**src/rtl/hazard_stall_ctrl.sv**
```systemverilog
// Pipeline stall/flush controller: load-use, branch-operand-in-ID and
// data-memory wait hazards, plus a wait watchdog and hazard statistics.
module hazard_stall_ctrl #(
  parameter int unsigned CNT_W   = 16,
  parameter int unsigned TIMEOUT = 64
) (
  input  logic             clk,
  input  logic             rst,
  input  logic [4:0]       RsD,
  input  logic [4:0]       RtD,
  input  logic             useRsD,
  input  logic             useRtD,
  input  logic             branchD,
  input  logic             branchTakenD,
  input  logic             regWriteE,
  input  logic             memReadE,
  input  logic [4:0]       DstRegE,
  input  logic             memReadM,
  input  logic [4:0]       DstRegM,
  input  logic             memReqM,
  input  logic             memReadyM,
  input  logic             clrStats,
  output logic             stallF,
  output logic             stallD,
  output logic             stallE,
  output logic             stallM,
  output logic             flushD,
  output logic             flushE,
  output logic             memWait,
  output logic             memTimeout,
  output logic [CNT_W-1:0] loadStallCnt,
  output logic [CNT_W-1:0] branchStallCnt,
  output logic [CNT_W-1:0] memWaitCnt
);

  localparam int unsigned WCW = $clog2(TIMEOUT) + 1;
  localparam logic [CNT_W-1:0] CNT_MAX = {CNT_W{1'b1}};

  typedef enum logic {RUN, MWAIT} state_t;

  state_t           state_q, state_d;
  logic [WCW-1:0]   wait_cnt_q, wait_cnt_d;
  logic             timeout_q, timeout_d;
  logic [CNT_W-1:0] load_cnt_q, load_cnt_d;
  logic [CNT_W-1:0] br_cnt_q, br_cnt_d;
  logic [CNT_W-1:0] mw_cnt_q, mw_cnt_d;

  logic lw_stall, br_stall, freeze;

  function automatic logic reg_match(input logic [4:0] dst, input logic [4:0] src,
                                     input logic use_f);
    return use_f && (dst == src) && (dst != 5'd0);
  endfunction

  function automatic logic [CNT_W-1:0] sat_inc(input logic [CNT_W-1:0] v);
    return (v == CNT_MAX) ? v : v + CNT_W'(1);
  endfunction

  // Hazard detection
  always_comb begin
    lw_stall = memReadE && (reg_match(DstRegE, RsD, useRsD) || reg_match(DstRegE, RtD, useRtD));
    br_stall = branchD &&
               ((regWriteE && (reg_match(DstRegE, RsD, useRsD) || reg_match(DstRegE, RtD, useRtD))) ||
                (memReadM  && (reg_match(DstRegM, RsD, useRsD) || reg_match(DstRegM, RtD, useRtD))));
    freeze   = memReqM && !memReadyM;
  end

  // Pipeline controls; a freeze masks every other hazard until it resolves
  always_comb begin
    stallF = 1'b0;
    stallD = 1'b0;
    stallE = 1'b0;
    stallM = 1'b0;
    flushD = 1'b0;
    flushE = 1'b0;
    if (rst) begin
      flushD = 1'b1;
      flushE = 1'b1;
    end else if (freeze) begin
      stallF = 1'b1;
      stallD = 1'b1;
      stallE = 1'b1;
      stallM = 1'b1;
    end else if (lw_stall || br_stall) begin
      stallF = 1'b1;
      stallD = 1'b1;
      flushE = 1'b1;
    end else if (branchTakenD) begin
      flushD = 1'b1;
    end
  end

  // Memory-wait FSM next state
  always_comb begin
    state_d = state_q;
    case (state_q)
      RUN:     if (freeze) state_d = MWAIT;
      MWAIT:   if (memReadyM) state_d = RUN;
      default: state_d = RUN;
    endcase
  end

  // Watchdog and statistics next state; clrStats beats a same-cycle increment
  always_comb begin
    wait_cnt_d = '0;
    timeout_d  = timeout_q;
    load_cnt_d = load_cnt_q;
    br_cnt_d   = br_cnt_q;
    mw_cnt_d   = mw_cnt_q;
    if (freeze) begin
      wait_cnt_d = (wait_cnt_q == WCW'(TIMEOUT)) ? wait_cnt_q : wait_cnt_q + WCW'(1);
    end
    if (clrStats) begin
      timeout_d  = 1'b0;
      load_cnt_d = '0;
      br_cnt_d   = '0;
      mw_cnt_d   = '0;
    end else begin
      if (freeze && (wait_cnt_q == WCW'(TIMEOUT - 1))) timeout_d = 1'b1;
      if (freeze) mw_cnt_d = sat_inc(mw_cnt_q);
      if (lw_stall && !freeze) load_cnt_d = sat_inc(load_cnt_q);
      if (br_stall && !lw_stall && !freeze) br_cnt_d = sat_inc(br_cnt_q);
    end
  end

  always_ff @(posedge clk or posedge rst) begin
    if (rst) begin
      state_q    <= RUN;
      wait_cnt_q <= '0;
      timeout_q  <= 1'b0;
      load_cnt_q <= '0;
      br_cnt_q   <= '0;
      mw_cnt_q   <= '0;
    end else begin
      state_q    <= state_d;
      wait_cnt_q <= wait_cnt_d;
      timeout_q  <= timeout_d;
      load_cnt_q <= load_cnt_d;
      br_cnt_q   <= br_cnt_d;
      mw_cnt_q   <= mw_cnt_d;
    end
  end

  assign memWait        = (state_q == MWAIT);
  assign memTimeout     = timeout_q;
  assign loadStallCnt   = load_cnt_q;
  assign branchStallCnt = br_cnt_q;
  assign memWaitCnt     = mw_cnt_q;

endmodule

```
**config.mk**
```make
export PLATFORM = sky130hd
export DESIGN_NAME = hazard_stall_ctrl
export DESIGN_NICKNAME = d
export VERILOG_FILES = /design/src/rtl/hazard_stall_ctrl.sv
export SDC_FILE = /design/constraint.sdc
export NUM_CORES = 1
export LEC_CHECK = 0
export ABC_AREA = 1
export CORE_UTILIZATION = 51
export CTS_CLUSTER_DIAMETER = 40
export CTS_CLUSTER_SIZE = 30
export DETAILED_ROUTE_END_ITERATION = 10
export PLACE_DENSITY_LB_ADDON = 0.3
export SYNTH_ARGS = -nofsm -noshare
export SYNTH_HDL_FRONTEND = slang
export SYNTH_SLANG_ARGS = --single-unit
```
**constraint.sdc**
```tcl
create_clock -name clk -period 2.6 [get_ports clk]
set_input_delay 0.39 -clock clk [delete_from_list [all_inputs] [get_ports clk]]
set_output_delay 0.39 -clock clk [all_outputs]
set_load 0.01 [all_outputs]
```
# Word-level counts from Yosys, hierarchy flattened
# Index checks and enable logic that the tools add are counted.
[totals]
register_bits = 57
in_bits = 32
out_inout_bits = 56
[op_classes]
n_addsub = 4
n_eq_ne = 13
mux = 26
bitwise = 1
n_reduce_logical = 33
[op_table]
columns = ["op", "count"]
rows = [
  ["$mux W16", 9],
  ["$add A16 B1 Y16 const B", 3],
  ["$eq A16 B16 Y1 const B", 3],
  ["$eq A5 B5 Y1", 4],
  ["$logic_and A1 B1 Y1", 17],
  ["$mux W1", 14],
  ["$mux W7", 2],
  ["$reduce_bool A5 Y1", 2],
  ["$ne A2 B2 Y1 const B", 4],
  ["$reduce_bool A2 Y1", 4],
  ["$add A7 B1 Y7 const B", 1],
  ["$eq A7 B6 Y1 const B", 1],
  ["$eq A7 B7 Y1 const B", 1],
  ["$reduce_and A2 Y1", 3],
  ["$logic_or A1 B1 Y1", 4],
  ["$logic_not A1 Y1", 3],
  ["$pmux W1 S2", 1],
  ["$not A1 Y1", 1],
]

# Depth between registers and ports, before layout
[logic_depth]
word_depth = 11
mapped_depth = 15

# Worst setup path before layout
# Ideal clock, no wire load.
[synth_path]
path_type = "input-to-output"
from = "input rst"
to = "output flushE"
arrival_time_ns = 2.037
slack_ns = 0.173
stages = 2
path_buffers = 0
path_cell_list = "inv_1 o21ai_0"
[synth_between]
elab_chain_len = 1
[synth_rtl]
columns = ["element", "line", "source"]
rows = [
  ["start, declared", "8", "input logic rst,"],
  ["$mux W1", "76", "if (rst) begin"],
  ["end, declared", "28", "output logic flushE,"],
]
# Every way passes these cells.

# Worst setup path in the final report
[layout_path]
from = "input DstRegM[4]"
to = "output flushD"
[layout_between]
elab_chain_len = 11
elab_cells_between_ends = 15
cone_classes = "eq/ne: 2; mux: 3; reduce/logical: 10"
[layout_rtl]
columns = ["element", "line", "source"]
rows = [
  ["start, declared", "19", "input logic [4:0] DstRegM,"],
  ["$eq A5 B5 Y1", "52", "return use_f && (dst == src) && (dst != 5'd0);"],
  ["$logic_and A1 B1 Y1 (2 in a row)", "52", ""],
  ["$logic_or A1 B1 Y1 *", "64", "(memReadM && (reg_match(DstRegM, RsD, useRsD) || reg_match(DstRegM, RtD, useRtD))));"],
  ["$logic_and A1 B1 Y1 *", "64", ""],
  ["$logic_or A1 B1 Y1 *", "63", "((regWriteE && (reg_match(DstRegE, RsD, useRsD) || reg_match(DstRegE, RtD, useRtD))) ||"],
  ["$logic_and A1 B1 Y1 *", "62", "br_stall = branchD &&"],
  ["$logic_or A1 B1 Y1 *", "84", "end else if (lw_stall || br_stall) begin"],
  ["$mux W1 *", "84", ""],
  ["$mux W1 *", "79", "end else if (freeze) begin"],
  ["$mux W1 *", "76", ""],
  ["end, declared", "27", "output logic flushD,"],
]
# Every way passes the cells marked *; elsewhere a longest branch is shown, timed or not.

==> impl_metrics.yaml <==
power:
  powerDensity_mw_per_mm2: 406.4
  p_total_uw: 2055
  ir_drop_uv: 279.3
  p_leak_uw: 0.002450
setup_path:
  regToRegEndpoint: "memWaitCnt[6]$_DFFE_PP0P_"
  critical_path_arrival_ns: 2.12
  worst_setup_path_startpoint: "DstRegM[4]"
  critPathLaunchType: "primary input"
  path_class: "in2out"
  path_max_fanout: 4
  worst_setup_path_end_kind: "output pin"
  rr_startpoint: "memWaitCnt[0]$_DFFE_PP0P_"
  rrSetupSlack_ns: 0.30
  required_ns: 2.21
  reg2reg_depth: 12
  critPathCapture: "flushD"
floorplanning:
  die_w_um: 88.11
  die_y_um: 88.11
  die_area_mm2: 0.007762
  core-area_mm2: 0.007214
  start_util: 0.5241
  io_pins: 88
  rows: 31
layout:
  layoutNonFillerInstCount: 780
  fin_nets: 713
  drive_gt1_frac: 0.07195
  area_growth_pct: 33.72
  diodes: 0
  final_util: 0.7008
synthesis:
  synth_area_leaders: "dfrtp_1 (38%), nand2_1 (17%), inv_1 (8.9%)"
  synth_top_cell_area_share: 0.3772
  ys.flop_type: "dfrtp_1"
  ys_seq_elements: 57
  async_flop_share: 1.000
  syn_inst: 576
  synth.most_common_cell: "nand2_1"
  synth_area_mm2: 0.003781
  synth_fp_nets: 613
  yosys.area.top_type: "dfrtp_1"
  ys_seq_area_frac: 0.3772
  avgSynthCellArea_um2: 6.564
  yosys_warnings: 0
  synth.distinct_cells: 33
  ys_top_cells_by_count: "nand2_1 (167), inv_1 (90), nor2_1 (83)"
  synth_edf_count: 0
clock_tree:
  post_cts_buffers: 0
  cts_tree: "done"
  clock_sinks: 57
  cts-htree-levels: 3
  cts_inserted_buffers: 9
  cts.path.max_buffers: 2
  root_buffer: "clkbuf_8"
  clock_latency_ns: 0.33
  clkTransAtPathRegs_ns: 0.06
placed_design:
  io_buffer_count: 87
  hpwl_mm: 7.256
  dpl.cell_count: 764
  gp_congestion: 0.9588
  dp_slack_ns: -0.3774
global_route:
  antenna_found_initial: 0
  track_usage: 0.2680
  gr-total-overflow: 0
  grt_max_degree: 58
  grt_pass1_vias: 3779
  grt_pass1_wl_mm: 16.22
worst_hold_path:
  worstHoldPathType: "reg2reg"
timing:
  skew_ns: 0.008411
  setup_slack_ns: 0.09450
  maxSlewHeadroom: 0.5067
  setup_viol: 0
  worstMarginPinSlew_ns: 0.7399
  period_share: 0.9637
  fmax_mhz: 399.1
  min_period_ns: 2.506
  hold_violations: 0
  drv_slew: 0
route:
  drt_pass1_iterations: 5
  routedWlPerCell_um: 12.88
  dr_total_vias: 4058
  drc: 0
  via_per_inst: 5.203
  ant_nets: 0
  drt_iter0_drc: 277
  routed_wl_mm: 10.05
flow_run:
  max_cap_viol_count: 0
run_status:
  outcome: "complete, no violations"
[routing by layer]
metal	track usage	wire [µm]	vias to the layer above
met5	0	0	-
met4	0.1158	195	0
met3	0.04336	572	25
met2	0.4778	5006	155
met1	0.3189	4271	1878
li1	-	-	2000
[report_power, final]
part	internal (µW)	switching, µW
clock network	564	362
logic	96.8	134
registers	893	5.28
total	1550	501
[registers in the layout (all words and copies together) (netlist names)]
register	flops
branchStallCnt	16
loadStallCnt	16
memWaitCnt	16
wait_cnt_q	7
memTimeout	1
memWait	1
[critical path, stage by stage]
cell             delay, ns
clkdlybuf4s50_1       0.48
inv_1                 0.08
o21ai_0               0.18
nor2_1                0.06
nand3_1               0.08
nand2_1               0.05
nand2_1               0.09
nand2_2               0.07
a21boi_2              0.19
a21oi_2               0.09
nor2_1                0.09
dlygate4sd2_1         0.27
[cell usage in the layout (no fill, tap or decap), types with 4 or more instances in the layout]
cell type	count
a21oi_1	17
buf_4	13
clkbuf_8	10
clkdlybuf4s50_1	70
dfrtp_1	57
dlygate4sd2_1	5
dlymetal6s2s_1	12
ha_1	5
inv_1	88
inv_2	6
nand2_1	167
nand3_1	42
nand4_1	10
nor2_1	81
nor3_1	19
nor4_1	4
o21ai_0	28
o21ai_1	6
o31ai_1	4
xor2_1	8
[kinds of logic (layout without fill, tap and decap cells)]
group                      after synthesis  after routing  share of synthesized area
xor gates and xnor gates                11             11                    0.02548
DFF                                     57             57                     0.3772
and+or+nand+nor                        337            337                     0.3825
AOI/OAI and AO/OA                       60             60                    0.08438
adders and majority gates                5              5                    0.01655
buffers and inverters                  106            211                     0.1138
[final cells by class]
type                            count  area, µm²
Fill cell                         637       2158
Multi-Input combinational cell    413       1937
Sequential cell                    57       1426
Timing Repair Buffer              100      992.2
Inverter                           95      356.6
Clock buffer                       11      141.4
Tap cell                           99      123.9
Clock inverter                      5      78.83
[worst min-delay path by stage]
stage	start	endpoint	cells after the start
CTS	wait_cnt_q[3]$_DFFE_PP0P_	wait_cnt_q[3]$_DFFE_PP0P_	1
detailed placement	wait_cnt_q[3]$_DFFE_PP0P_	wait_cnt_q[3]$_DFFE_PP0P_	1
global route	wait_cnt_q[3]$_DFFE_PP0P_	wait_cnt_q[3]$_DFFE_PP0P_	1
floorplan	memReadyM	memWait$_DFF_PP0_	1
global placement	wait_cnt_q[3]$_DFFE_PP0P_	wait_cnt_q[3]$_DFFE_PP0P_	1
finish	wait_cnt_q[3]$_DFFE_PP0P_	wait_cnt_q[3]$_DFFE_PP0P_	1
[metrics by stage]
stage,setup TNS [ns],hold slack [ns],cell area (µm²)
floorplan,0,0.4531,3781
global placement,-1.157,0.4736,4800
detailed placement,-1.369,0.4750,4800
CTS,0,0.5008,5026
global route,-0.02553,0.5132,5056
finish,0,0.4989,5056
[timing repair]
item	4_1_cts	5_1_grt
gates resized for setup	10	16
setup endpoints to repair	4	4
hold buffers	0	0
gates cloned	0	0
pin swaps	2	6
Power figures use the tool's default switching activity.
